$ cat src/rtl/display_pkg.sv
// Shared constants and helpers for the six-digit multiplexed time display.
// Segment patterns are active-low {g,f,e,d,c,b,a}.
package display_pkg;
  localparam logic [6:0] SEG_0     = 7'h40;
  localparam logic [6:0] SEG_1     = 7'h79;
  localparam logic [6:0] SEG_2     = 7'h24;
  localparam logic [6:0] SEG_3     = 7'h30;
  localparam logic [6:0] SEG_4     = 7'h19;
  localparam logic [6:0] SEG_5     = 7'h12;
  localparam logic [6:0] SEG_6     = 7'h02;
  localparam logic [6:0] SEG_7     = 7'h78;
  localparam logic [6:0] SEG_8     = 7'h00;
  localparam logic [6:0] SEG_9     = 7'h10;
  localparam logic [6:0] SEG_BLANK = 7'h7F;
  localparam logic [6:0] SEG_DASH  = 7'h3F;

  localparam logic [2:0] D_S1  = 3'd0;
  localparam logic [2:0] D_S10 = 3'd1;
  localparam logic [2:0] D_M1  = 3'd2;
  localparam logic [2:0] D_M10 = 3'd3;
  localparam logic [2:0] D_H1  = 3'd4;
  localparam logic [2:0] D_H10 = 3'd5;

  localparam logic [3:0] CODE_BLANK = 4'hA;
  localparam logic [3:0] CODE_DASH  = 4'hB;

  typedef struct packed {
    logic [3:0] hours;
    logic [5:0] minutes;
    logic [5:0] seconds;
    logic       am_pm;
    logic       setting_h;
    logic       setting_m;
  } snap_t;

  typedef struct packed {
    logic [3:0] tens;
    logic [3:0] units;
  } bcd_t;

  // Repeated compare/subtract; six steps cover the full 6-bit range.
  function automatic bcd_t bcd_split(input logic [5:0] v);
    bcd_t       r;
    logic [5:0] rem;
    rem    = v;
    r.tens = 4'd0;
    for (int k = 0; k < 6; k++) begin
      if (rem >= 6'd10) begin
        rem    = rem - 6'd10;
        r.tens = r.tens + 4'd1;
      end
    end
    r.units = 4'(rem);
    return r;
  endfunction
endpackage

$ cat src/rtl/seg7_decode.sv
// Digit code to active-low 7-segment pattern; codes above 9 select blank or dash.
module seg7_decode
  import display_pkg::*;
(
  input  logic [3:0] i_code,
  output logic [6:0] o_seg_n
);
  always_comb begin
    o_seg_n = SEG_BLANK;
    case (i_code)
      4'd0:       o_seg_n = SEG_0;
      4'd1:       o_seg_n = SEG_1;
      4'd2:       o_seg_n = SEG_2;
      4'd3:       o_seg_n = SEG_3;
      4'd4:       o_seg_n = SEG_4;
      4'd5:       o_seg_n = SEG_5;
      4'd6:       o_seg_n = SEG_6;
      4'd7:       o_seg_n = SEG_7;
      4'd8:       o_seg_n = SEG_8;
      4'd9:       o_seg_n = SEG_9;
      CODE_DASH:  o_seg_n = SEG_DASH;
      default:    o_seg_n = SEG_BLANK;
    endcase
  end
endmodule

$ cat src/rtl/time_display.sv
// Six-digit HH MM SS multiplexed display driver with PM point and set-field blink.
// Inputs are captured once per frame so a frame never mixes two times.
module time_display
  import display_pkg::*;
#(
  parameter int SCAN_DIV  = 50000,
  parameter int BLINK_DIV = 12500000
) (
  input  logic       clk,
  input  logic       rst,
  input  logic [3:0] hours,
  input  logic [5:0] minutes,
  input  logic [5:0] seconds,
  input  logic       am_pm,
  input  logic       setting_h,
  input  logic       setting_m,
  output logic [5:0] an_n,
  output logic [6:0] seg_n,
  output logic       dp_n
);
  localparam int SW = $clog2(SCAN_DIV);
  localparam int BW = $clog2(BLINK_DIV);
  localparam logic [SW-1:0] SCAN_LAST  = SW'(SCAN_DIV - 1);
  localparam logic [BW-1:0] BLINK_LAST = BW'(BLINK_DIV - 1);

  logic [SW-1:0] r_scan_cnt;
  logic [2:0]    r_digit;
  logic [BW-1:0] r_blink_cnt;
  logic          r_blink_on;
  snap_t         r_snap;
  logic          r_load_pend;

  logic       w_scan_wrap, w_load, w_guard;
  logic       w_h_ok, w_m_ok, w_s_ok, w_blank_h, w_blank_m;
  bcd_t       w_h, w_m, w_s;
  logic [3:0] w_code;
  logic [6:0] w_seg;

  assign w_scan_wrap = (r_scan_cnt == SCAN_LAST);
  assign w_load      = r_load_pend | (w_scan_wrap && (r_digit == D_H10));
  assign w_guard     = (r_scan_cnt == '0);

  always_ff @(posedge clk or posedge rst) begin
    if (rst) begin
      r_scan_cnt <= '0;
      r_digit    <= D_S1;
    end else if (w_scan_wrap) begin
      r_scan_cnt <= '0;
      r_digit    <= (r_digit == D_H10) ? D_S1 : r_digit + 3'd1;
    end else begin
      r_scan_cnt <= r_scan_cnt + SW'(1);
    end
  end

  always_ff @(posedge clk or posedge rst) begin
    if (rst) begin
      r_blink_cnt <= '0;
      r_blink_on  <= 1'b1;
    end else if (r_blink_cnt == BLINK_LAST) begin
      r_blink_cnt <= '0;
      r_blink_on  <= ~r_blink_on;
    end else begin
      r_blink_cnt <= r_blink_cnt + BW'(1);
    end
  end

  always_ff @(posedge clk or posedge rst) begin
    if (rst) begin
      r_snap      <= '0;
      r_load_pend <= 1'b1;
    end else begin
      r_load_pend <= 1'b0;
      if (w_load) r_snap <= {hours, minutes, seconds, am_pm, setting_h, setting_m};
    end
  end

  assign w_h       = bcd_split({2'b00, r_snap.hours});
  assign w_m       = bcd_split(r_snap.minutes);
  assign w_s       = bcd_split(r_snap.seconds);
  assign w_h_ok    = (r_snap.hours != 4'd0) && (r_snap.hours <= 4'd12);
  assign w_m_ok    = (r_snap.minutes <= 6'd59);
  assign w_s_ok    = (r_snap.seconds <= 6'd59);
  assign w_blank_h = ~r_blink_on & r_snap.setting_h;
  assign w_blank_m = ~r_blink_on & r_snap.setting_m;

  // Priority per digit: blink blank, then invalid dash, then leading-zero blank.
  always_comb begin
    w_code = CODE_BLANK;
    case (r_digit)
      D_S1:  w_code = w_s_ok ? w_s.units : CODE_DASH;
      D_S10: w_code = w_s_ok ? w_s.tens  : CODE_DASH;
      D_M1:  w_code = w_blank_m ? CODE_BLANK : (w_m_ok ? w_m.units : CODE_DASH);
      D_M10: w_code = w_blank_m ? CODE_BLANK : (w_m_ok ? w_m.tens  : CODE_DASH);
      D_H1:  w_code = w_blank_h ? CODE_BLANK : (w_h_ok ? w_h.units : CODE_DASH);
      D_H10: begin
        if (w_blank_h)              w_code = CODE_BLANK;
        else if (!w_h_ok)           w_code = CODE_DASH;
        else if (w_h.tens == 4'd0)  w_code = CODE_BLANK;
        else                        w_code = w_h.tens;
      end
      default: w_code = CODE_BLANK;
    endcase
  end

  seg7_decode u_dec (
    .i_code  (w_code),
    .o_seg_n (w_seg)
  );

  // First cycle of every slot keeps all anodes off to avoid ghosting.
  always_ff @(posedge clk or posedge rst) begin
    if (rst) begin
      an_n  <= 6'h3F;
      seg_n <= SEG_BLANK;
      dp_n  <= 1'b1;
    end else if (w_guard) begin
      an_n  <= 6'h3F;
      seg_n <= SEG_BLANK;
      dp_n  <= 1'b1;
    end else begin
      an_n  <= ~(6'b000001 << r_digit);
      seg_n <= w_seg;
      dp_n  <= ~((r_digit == D_H1) & r_snap.am_pm);
    end
  end
endmodule

$ cat config.mk
export PLATFORM = sky130hd
export DESIGN_NAME = time_display
export DESIGN_NICKNAME = d
export VERILOG_FILES = /design/src/rtl/display_pkg.sv /design/src/rtl/seg7_decode.sv /design/src/rtl/time_display.sv
export SDC_FILE = /design/constraint.sdc
export NUM_CORES = 1
export LEC_CHECK = 0
export CAP_MARGIN = 20
export CORE_AREA = 3 3 157 159
export CTS_BUF_LIST = sky130_fd_sc_hd__clkbuf_16
export CTS_CLUSTER_DIAMETER = 30
export DETAILED_ROUTE_END_ITERATION = 8
export DIE_AREA = 0 0 160 162
export SYNTH_ARGS = -nofsm -noshare
export SYNTH_HDL_FRONTEND = slang
export SYNTH_SLANG_ARGS = --single-unit
export TNS_END_PERCENT = 30
$ cat constraint.sdc
create_clock -name clk -period 9.2 [get_ports clk]
set_clock_uncertainty 0.2 [all_clocks]
set_input_delay 1.84 -clock clk [delete_from_list [all_inputs] [get_ports clk]]
set_output_delay 1.84 -clock clk [all_outputs]
set_load 0.01 [all_outputs]
# Yosys cells after proc, flatten, opt, wreduce, memory -nomap -nowiden
# Memory sizes are Yosys's and may differ from the RTL's.
# Index checks and enable logic that the tools add are counted.
[totals]
latch_bits = 0
output_inout_bits = 14
rom_bits = 112
memories = 1
input_bits = 21
mem_bits_rw = 0
reg_bits = 78
elab_cells = 147
[memory_table]
columns = ["memory", "depth", "width", "rd", "rd_ports_with_merged_regs", "write_ports", "line_no", "rtl"]
rows = [
  ["(no name shown)", 16, 7, 1, 0, 0, "seg7_decode.sv:10", "case (i_code)"],
]
[classes]
magnitude_cmp = 21
div = 0
add_sub_neg = 36
shifts = 1
n_reduce_logical = 6
eq_ne = 7
bitwise_logic = 7
n_mul = 0
mux = 54
[ops]
columns = ["op", "n"]
rows = [
  ["$mux 4", 29],
  ["$ge 6x4->1 const B", 17],
  ["$mux 6", 16],
  ["$sub 6x4->6 const B", 14],
  ["$add 4x1->4 const B", 15],
  ["$add 24x1->24 const B", 1],
  ["$eq 24x24->1 const B", 1],
  ["$mux 24", 1],
  ["$pmux 4 s6", 1],
  ["$add 16x1->16 const B", 1],
  ["$eq 16x16->1 const B", 1],
  ["$logic_not 16->1", 1],
  ["$mux 16", 1],
  ["$le 6x6->1 const B", 2],
  ["$sub 4x4->4 const B", 3],
  ["$mux 7", 1],
  ["$eq 3x2->1 const B", 2],
  ["$eq 3x3->1 const B", 2],
  ["$not 6->6", 1],
  ["$shl 1x3->6 const A", 1],
  ["$sub 4x4->5 const B", 1],
  ["$ge 4x4->1 const B", 1],
  ["$le 4x4->1 const B", 1],
  ["$logic_not 4->1", 1],
  ["other kinds (10)", 17],
]

# Longest topological paths before layout
# Gate-level depths: netlist of run 1.
# An unclocked memory read counts as a cell.
[logic_depth]
ltp_word = 19
ltp_mapped = 41
ltp_nobuf = 41

# Modules after synthesis
# A second synthesis of run 1 with hierarchy kept.
[unflattened]
hier_cells = 950
hier_area_um2 = 7851.3
[modules_own_cells]
columns = ["mod", "cells_each", "instances", "area_per_inst_um2", "seq_area_each_um2"]
rows = [
  ["time_display", 917, 1, 7626.1, 1971.9],
  ["seg7_decode", 33, 1, 225.2, 0.0],
]

# Least setup slack after synthesis of run 1
# OpenSTA, ideal clock, no wires.
[synth_timing]
path_kind = "register to register"
start = "reg r_snap[11] (netlist bit)"
end = "reg seg_n[5]"
path_stages_with_launch = 39
arrival_ns = 7.658
setup_slack_ns = 1.244
setup_time_ns = 0.098
synth_period_minus_slack_ns = 7.956
path_cell_list = "dfrtp_1 -> inv_1 -> ha_1 -> and3b_1 -> or3_4 -> inv_6 -> xnor2_4 -> ha_1 -> nand2b_1 -> a31oi_4 -> nor3_4 -> xnor2_1 -> inv_1 -> ha_1 -> nand2b_1 -> o21ai_1 -> a21oi_2 -> nor2_1 -> [3 not listed] -> nor2b_1 -> a2111oi_1 -> nor3_1 -> nor3_2 -> xnor2_1 -> ha_1 -> inv_1 -> o22ai_1 -> a21oi_2 -> mux2_2 -> ha_1 -> nor2_1 -> nand2_1 -> o311a_1 -> or4_4 -> buf_6 -> a2111oi_2 -> a221oi_1"
[synth_via]
elab_chain_len = 17
word_cells_on_any_way = 37
cone_classes = "add/sub (11); order compare (7); mux (18); memory (1)"
[synth_lines]
columns = ["item", "line_no", "rtl"]
rows = [
  ["start, declared", "time_display.sv:30", "snap_t r_snap;"],
  ["start signal, assigned", "time_display.sv:73", "if (w_load) r_snap <= {hours, minutes, seconds, am_pm, setting_h, setting_m};"],
  ["$sub 6x4->6 or $ge 6x4->1 (tied branches)", "display_pkg.sv:49, display_pkg.sv:48", ""],
  ["$mux 6 or $mux 1 (tied branches)", "display_pkg.sv:48", "if (rem >= 6'd10) begin"],
  ["$sub 6x4->6 (tied with other cells)", "display_pkg.sv:49", "rem = rem - 6'd10;"],
  ["$mux 6 or $mux 4 (tied branches)", "display_pkg.sv:48", ""],
  ["$sub 6x4->6 (tied with other cells)", "display_pkg.sv:49", ""],
  ["$mux 6 or $mux 4 (tied branches)", "display_pkg.sv:48", ""],
  ["$sub 6x4->6 (tied with other cells)", "display_pkg.sv:49", ""],
  ["$mux 6 or $mux 4 (tied branches)", "display_pkg.sv:48", ""],
  ["$sub 6x4->6 (tied with other cells)", "display_pkg.sv:49", ""],
  ["$mux 6 or $mux 4 (tied branches)", "display_pkg.sv:48", ""],
  ["$ge 6x4->1 (tied with other cells)", "display_pkg.sv:48", ""],
  ["$mux 4", "display_pkg.sv:48", ""],
  ["$mux 4 (on tied branches) (2 in series)", "time_display.sv:93, time_display.sv:92", ""],
  ["$pmux 4 s6 *", "time_display.sv:89", "case (r_digit)"],
  ["$mem_v2 16x7 *", "--", ""],
  ["$mux 7 *", "time_display.sv:116", "end else if (w_guard) begin"],
  ["end signal, assigned", "time_display.sv:122", "seg_n <= w_seg;"],
  ["end, declared", "time_display.sv:18", "output logic [6:0] seg_n,"],
]
# Every way passes the cells marked *; elsewhere a longest branch is shown, timed or not.
# A chain may end at the register's enable or synchronous reset.

# Worst setup path in the final report of run 1
# Same ends and word-level chain as after synthesis.

==> impl_metrics.env, run 1 <==
export IMPL_status="completed"
export IMPL_cap_viol_max_count=0
export IMPL_avgRoutedWirePerCell_um=14.6
export IMPL_yosysMostFrequentCell="nor2_1"
export IMPL_post_route_min_period_ns=8.52
export IMPL_first_pass_iters=5
export IMPL_holdPathStages=1
export IMPL_via_per_inst=5.46
export IMPL_postLayoutCoreUtil_pct=39.1
export IMPL_power_mw=3.68
export IMPL_core_um2=23400
export IMPL_irDropWorstVdd_mv=0.202
export IMPL_postPlaceCellArea_um2=8750
export IMPL_max_clock_freq_mhz=117
export IMPL_chipHeight_um=162
export IMPL_clk_pin_slew_worst_paths_ns=0.07
export IMPL_critPathMaxStageDelay_ns=0.60
export IMPL_dp_cells=1294
export IMPL_cp_startpoint="r_snap[11]"
export IMPL_async_flop_share_pct=100
export IMPL_worst_ep_required_time_ns=9.23
export IMPL_clockBufferDepth=2
export IMPL_yosys_top_cells_count="93 x nor2_1, 76 x nand2_1, 62 x dfrtp_1"
export IMPL_min_from="r_snap[2]"
export IMPL_grt_max_degree=79
export IMPL_hold_ws_ns=0.234
export IMPL_fin_area_um2=9150
export IMPL_nets=1067
export IMPL_num_io_pins=35
export IMPL_initial_core_util_pct=34.8
export IMPL_drc=0
export IMPL_synth_yosys_seq_area_share_pct=24.2
export IMPL_grt_pass1_vias=6796
export IMPL_cts_htree_levels=3
export IMPL_finalCritPeriodShare_pct=92.7
export IMPL_die_x_um=160
export IMPL_critPathBufInv=6
export IMPL_path_common_cell="ha_1"
export IMPL_ant_nets=0
export IMPL_crit_slowest_cell="or4_4"
export IMPL_min_path_type="register to register"
export IMPL_finalSetupViolCount=0
export IMPL_synth_edff_count=0
export IMPL_r2r_end="seg_n[5]"
export IMPL_grt_overflow_total=0
export IMPL_cts_root_buffer="clkbuf_16"
export IMPL_maxSlewHeadroom_pct=44.0
export IMPL_antenna_cells=0
export IMPL_reg2reg_slack_ns=0.68
export IMPL_routed_wl_mm=19.2
export IMPL_dp_worst_setup_slack_ns=0.263
export IMPL_cts_tree="done"
export IMPL_yosysTopAreaCell="dfrtp_1"
export IMPL_dr_first_iter_drc_count=381
export IMPL_syn_nets=1044
export IMPL_p_leak_nw=3.78
export IMPL_synth_top_area_share_pct=19.1
export IMPL_setup_tns_ns=0
export IMPL_synth_area_um2=8140
export IMPL_synthTopCellsByArea="dfrtp_1 19%, ha_1 8.2%, dfstp_2 5.2%, xnor2_1 4.6%, nor2_1 4.3%"
export IMPL_synth_cells=970
export IMPL_n_fill_cell=2398
export IMPL_cts_sinks=78
export IMPL_vias=7195
export IMPL_cp_top_family="compound AO/OA/AOI/OAI gates"
export IMPL_crit_type="register to register"
export IMPL_insertion_delay_ns=0.35
export IMPL_syn2layout_area_growth_pct=12.5
export IMPL_critPathCaptureType="register"
export IMPL_worstRegToRegCells=38
export IMPL_io_buffers=34
export IMPL_groute_usage_overall_pct=14.8
export IMPL_r2r_start="r_snap[11]"
export IMPL_crit_arrival_ns=8.56
export IMPL_postSynthAreaPerCell_um2=8.39
export IMPL_row_count=56
export IMPL_grt_antenna_before_repair=0
export IMPL_synth_main_ff_cell="dfrtp_1"
export IMPL_gp_congestion=0.852
export IMPL_max_slew_worst_pin_slew_ns=0.837
export IMPL_hold_violations=0
export IMPL_startpoint_type="register"
export IMPL_drive_gt1_share_pct=14.8
export IMPL_grt_pass1_wl_mm=32.8
export IMPL_holdPathEnd="dp_n"
export IMPL_ys_ff_latch=78
export IMPL_ys_types=113
export IMPL_powerDensity_nw_per_um2=402
export IMPL_drv_slew=0
export IMPL_setup_slack_ns=0.675
export IMPL_dieArea_um2=25900
export IMPL_yosysWarnings=0
export IMPL_critPathMaxFanout=10
export IMPL_numCtsBuffers=9
export IMPL_dpl_hpwl_mm=14.3
export IMPL_finalNonFillerCells=1317
-- where the power goes --
part	internal (mW)	switching, mW
logic	1.25	1.66
registers	0.405	0.0260
clock network	0.181	0.151
total	1.84	1.84
-- cells by family after synthesis --
family | Yosys count | synth area share [%]
AOI/OAI and AO/OA | 249 | 24.0
xor gates and xnor gates | 69 | 7.75
adders and majority gates | 53 | 8.15
buffers and inverters | 94 | 5.00
DFF | 78 | 24.2
muxes | 43 | 5.81
other | 1 | 0.0461
and+or+nand+nor | 383 | 25.0
-- layer usage --
metal	global-route usage [%]	vias up	share of wire, %
met3	2.12	16	3.3
li1	-	3625	-
met5	0	-	0
met2	25.4	137	48
met1	19.8	3417	48
met4	3.43	0	1.2
-- repair_timing --
item                                    CTS  global route
gates resized for setup                   0            12
endpoints found under the hold margin     0             0
setup buffers                             0             5
hold buffers                              0             0
endpoints found under the setup margin    0             7
-- placed cells by master (no fill, tap or decap), types with 10 or more instances in the layout --
cell type,netlist,final
nand2_1,76,76
inv_1,54,54
or3_1,10,10
mux2i_1,11,11
a21oi_1,38,37
nand3_1,45,45
xor2_1,24,24
dfrtp_1,62,61
ha_1,53,53
mux2_2,30,30
buf_4,2,12
o21ai_0,39,39
nor2_1,93,93
a211oi_1,15,15
and3_1,20,20
nand2b_1,14,14
xnor2_1,43,41
nor3_1,23,23
clkdlybuf4s50_1,0,34
dfstp_2,16,16
nor2b_1,19,18
-- registers in the layout, summed over array words and instances (netlist names) --
register / count
r_scan_cnt: 16
r_digit: 3
dp_n: 1
an_n: 6
seg_n: 7
r_blink_on: 1
r_snap: 19
r_blink_cnt: 24
r_load_pend: 1
-- area by class of cell --
cell class              count  area [µm²]  area share, %
well taps                 319         399           4.36
repair buffers             47         458           5.00
multi-input cells         798        5820           63.6
clock inverters             7        41.3          0.451
inverters                  59         230           2.52
flip-flops and latches     78        1970           21.6
clock buffers               9         225           2.46
-- worst max path at each step --
stage	cells past startpoint	slack [ns]	endpoint
floorplan	38	1.24	seg_n[5]
global placement	37	0.50	seg_n[0]
detailed placement	36	0.26	seg_n[3]
CTS	36	0.23	seg_n[3]
global route	39	-0.03	seg_n[3]
finish	38	0.68	seg_n[5]
Note: power is estimated with default switching activity, not from simulation.
==> run 2: changes to the inputs <==
--- a/config.mk
+++ b/config.mk
@@ -5,7 +5,7 @@
 export SDC_FILE = /design/constraint.sdc
 export NUM_CORES = 1
 export LEC_CHECK = 0
-export CAP_MARGIN = 20
+export CAP_MARGIN = 15
 export CORE_AREA = 3 3 157 159
 export CTS_BUF_LIST = sky130_fd_sc_hd__clkbuf_16
 export CTS_CLUSTER_DIAMETER = 30
==> run 2 against run 1 <==
  * Final cell count shrank 0.15%
  * Via count is 0.24% higher
  * First-iteration DRC count increased by 6.6%
  * Cell area fell by 0.38%
  * Power shrank 0.17%
  * Highest routed layer unchanged
==> impl_metrics.env, run 2 (synthesis gave the netlist of run 1 again) <==
export IMPL_holdPathStages=1
export IMPL_drive_gt1_share_pct=14.7
export IMPL_mostFrequentLayoutCells="93 x nor2_1, 76 x nand2_1, 61 x dfrtp_1"
export IMPL_num_io_pins=35
export IMPL_worst_ep_required_time_ns=9.23
export IMPL_worstRegToRegCells=38
export IMPL_hold_violations=0
export IMPL_routed_wl_mm=19.2
export IMPL_nets=1065
export IMPL_path_common_cell="ha_1"
export IMPL_r2r_end="seg_n[5]"
export IMPL_postPlaceCellArea_um2=8750
export IMPL_cts_root_buffer="clkbuf_16"
export IMPL_drv_slew=0
export IMPL_grt_antenna_before_repair=0
export IMPL_cts_htree_levels=3
export IMPL_layout_commonest_cell="nor2_1"
export IMPL_min_from="r_snap[2]"
export IMPL_crit_type="register to register"
export IMPL_antenna_cells=0
export IMPL_critPathBufInv=6
export IMPL_pwr_share_seq_pct=11.7
export IMPL_critPathMaxFanout=10
export IMPL_die_x_um=160
export IMPL_min_path_type="register to register"
export IMPL_grt_overflow_total=0
export IMPL_switchingPower_mw=1.84
export IMPL_dp_worst_setup_slack_ns=0.263
export IMPL_hold_ws_ns=0.236
export IMPL_first_pass_iters=5
export IMPL_initial_core_util_pct=34.8
export IMPL_setup_slack_ns=0.687
export IMPL_grt_pass1_vias=6796
export IMPL_swShare_pct=50.0
export IMPL_regMostFlops="r_blink_cnt"
export IMPL_io_buffers=34
export IMPL_top_regs="r_blink_cnt x24, r_snap x19, r_scan_cnt x16"
export IMPL_postLayoutCoreUtil_pct=39.0
export IMPL_dieArea_um2=25900
export IMPL_vias=7212
export IMPL_chipHeight_um=162
export IMPL_gp_congestion=0.852
export IMPL_power_frac_comb_pct=79.3
export IMPL_fin_area_um2=9120
export IMPL_p_leak_nw=3.76
export IMPL_drc=0
export IMPL_crit_slowest_cell="or4_4"
export IMPL_irDropWorstVdd_mv=0.202
export IMPL_grt_pass1_wl_mm=32.8
export IMPL_clk_pin_slew_worst_paths_ns=0.07
export IMPL_max_slew_worst_pin_slew_ns=1.11
export IMPL_syn2layout_area_growth_pct=12.1
export IMPL_cp_startpoint="r_snap[11]"
export IMPL_cp_top_family="compound AO/OA/AOI/OAI gates"
export IMPL_largest_reg_flops=24
export IMPL_crit_arrival_ns=8.54
export IMPL_max_clock_freq_mhz=117
export IMPL_numCtsBuffers=9
export IMPL_clockBufferDepth=2
export IMPL_cts_tree="done"
export IMPL_ant_nets=0
export IMPL_startpoint_type="register"
export IMPL_status="completed"
export IMPL_critPathMaxStageDelay_ns=0.60
export IMPL_insertion_delay_ns=0.34
export IMPL_dpl_hpwl_mm=14.3
export IMPL_groute_usage_overall_pct=14.8
export IMPL_cts_sinks=78
export IMPL_p_int_mw=1.84
export IMPL_row_count=56
export IMPL_grt_max_degree=79
export IMPL_post_route_min_period_ns=8.51
export IMPL_r2r_start="r_snap[11]"
export IMPL_worst_path_stages=38
export IMPL_holdPathEnd="dp_n"
export IMPL_cap_viol_max_count=0
export IMPL_core_um2=23400
export IMPL_finalCritPeriodShare_pct=92.5
export IMPL_clockPowerShare_pct=9.0
export IMPL_avgRoutedWirePerCell_um=14.6
export IMPL_finalSetupViolCount=0
export IMPL_reg2reg_slack_ns=0.69
export IMPL_critPathCaptureType="register"
export IMPL_via_per_inst=5.48
export IMPL_powerDensity_nw_per_um2=403
export IMPL_maxSlewHeadroom_pct=25.6
export IMPL_dr_first_iter_drc_count=406
-- run 2: changes by cell type in the layout (fill, tap and decap cells not counted), sizes merged --
| cell | change |
|---|---|
| buf | -2 |
-- run 2: power by group through the flow --
| stage | registers [mW] | logic, mW | clock network, mW |
|---|---|---|---|
| floorplan | 0.428 | 2.31 | 0 |
| global placement | 0.437 | 2.74 | 0 |
| detailed placement | 0.437 | 2.77 | 0 |
| CTS | 0.431 | 2.79 | 0.344 |
| global route | 0.436 | 3.25 | 0.360 |
| finish | 0.430 | 2.91 | 0.331 |
-- run 2: through the flow --
step / instances / setup TNS, ns / total power [mW]
floorplan: 970 / 0 / 2.74
global placement: 1294 / 0 / 3.17
detailed placement: 1294 / 0 / 3.21
CTS: 1310 / 0 / 3.56
global route: 1315 / -0.0482 / 4.04
finish: 1315 / 0 / 3.67
-- run 2: per-layer routing --
metal,up-vias,GRT usage [%],share of wire (%)
li1,3618,-,-
met1,3431,19.8,47
met2,147,25.4,48
met3,16,2.12,3.7
met4,0,3.43,1.3
met5,-,0,0
-- run 2: area by class of cell --
cell class	instances	area, µm²
multi-input cells	798	5820
repair buffers	45	423
clock inverters	7	41.3
inverters	59	230
clock buffers	9	225
fillers	2402	14300
flip-flops and latches	78	1970
well taps	319	399
-- run 2: worst max-delay path by stage --
| stage | slack [ns] | endpoint |
|---|---|---|
| 6_report | 0.69 | seg_n[5] |
| 5_1_grt | -0.05 | seg_n[3] |
| 4_1_cts | 0.23 | seg_n[3] |
| 3_5_place_dp | 0.26 | seg_n[3] |
| 3_3_place_gp | 0.50 | seg_n[0] |
| 2_1_floorplan | 1.24 | seg_n[5] |
-- run 2: timing repair --
item	in CTS	in global routing
resized for setup	0	12
setup buffers	0	5
endpoints found under the setup margin	0	7
hold buffers	0	0
-- run 2: worst reg2reg max path, delay by kind of cell, from the launching register on --
| family | cells | cell delay [ns] |
|---|---|---|
| flip-flops | 1 | 0.50 |
| AO/OA/AOI/OAI | 11 | 2.56 |
| multiplexers | 1 | 0.40 |
| XOR/XNOR | 2 | 0.34 |
| AND/OR/NAND/NOR | 12 | 2.48 |
| buffers and inverters | 6 | 0.65 |
| adder cells (fa/ha/maj) | 6 | 1.27 |
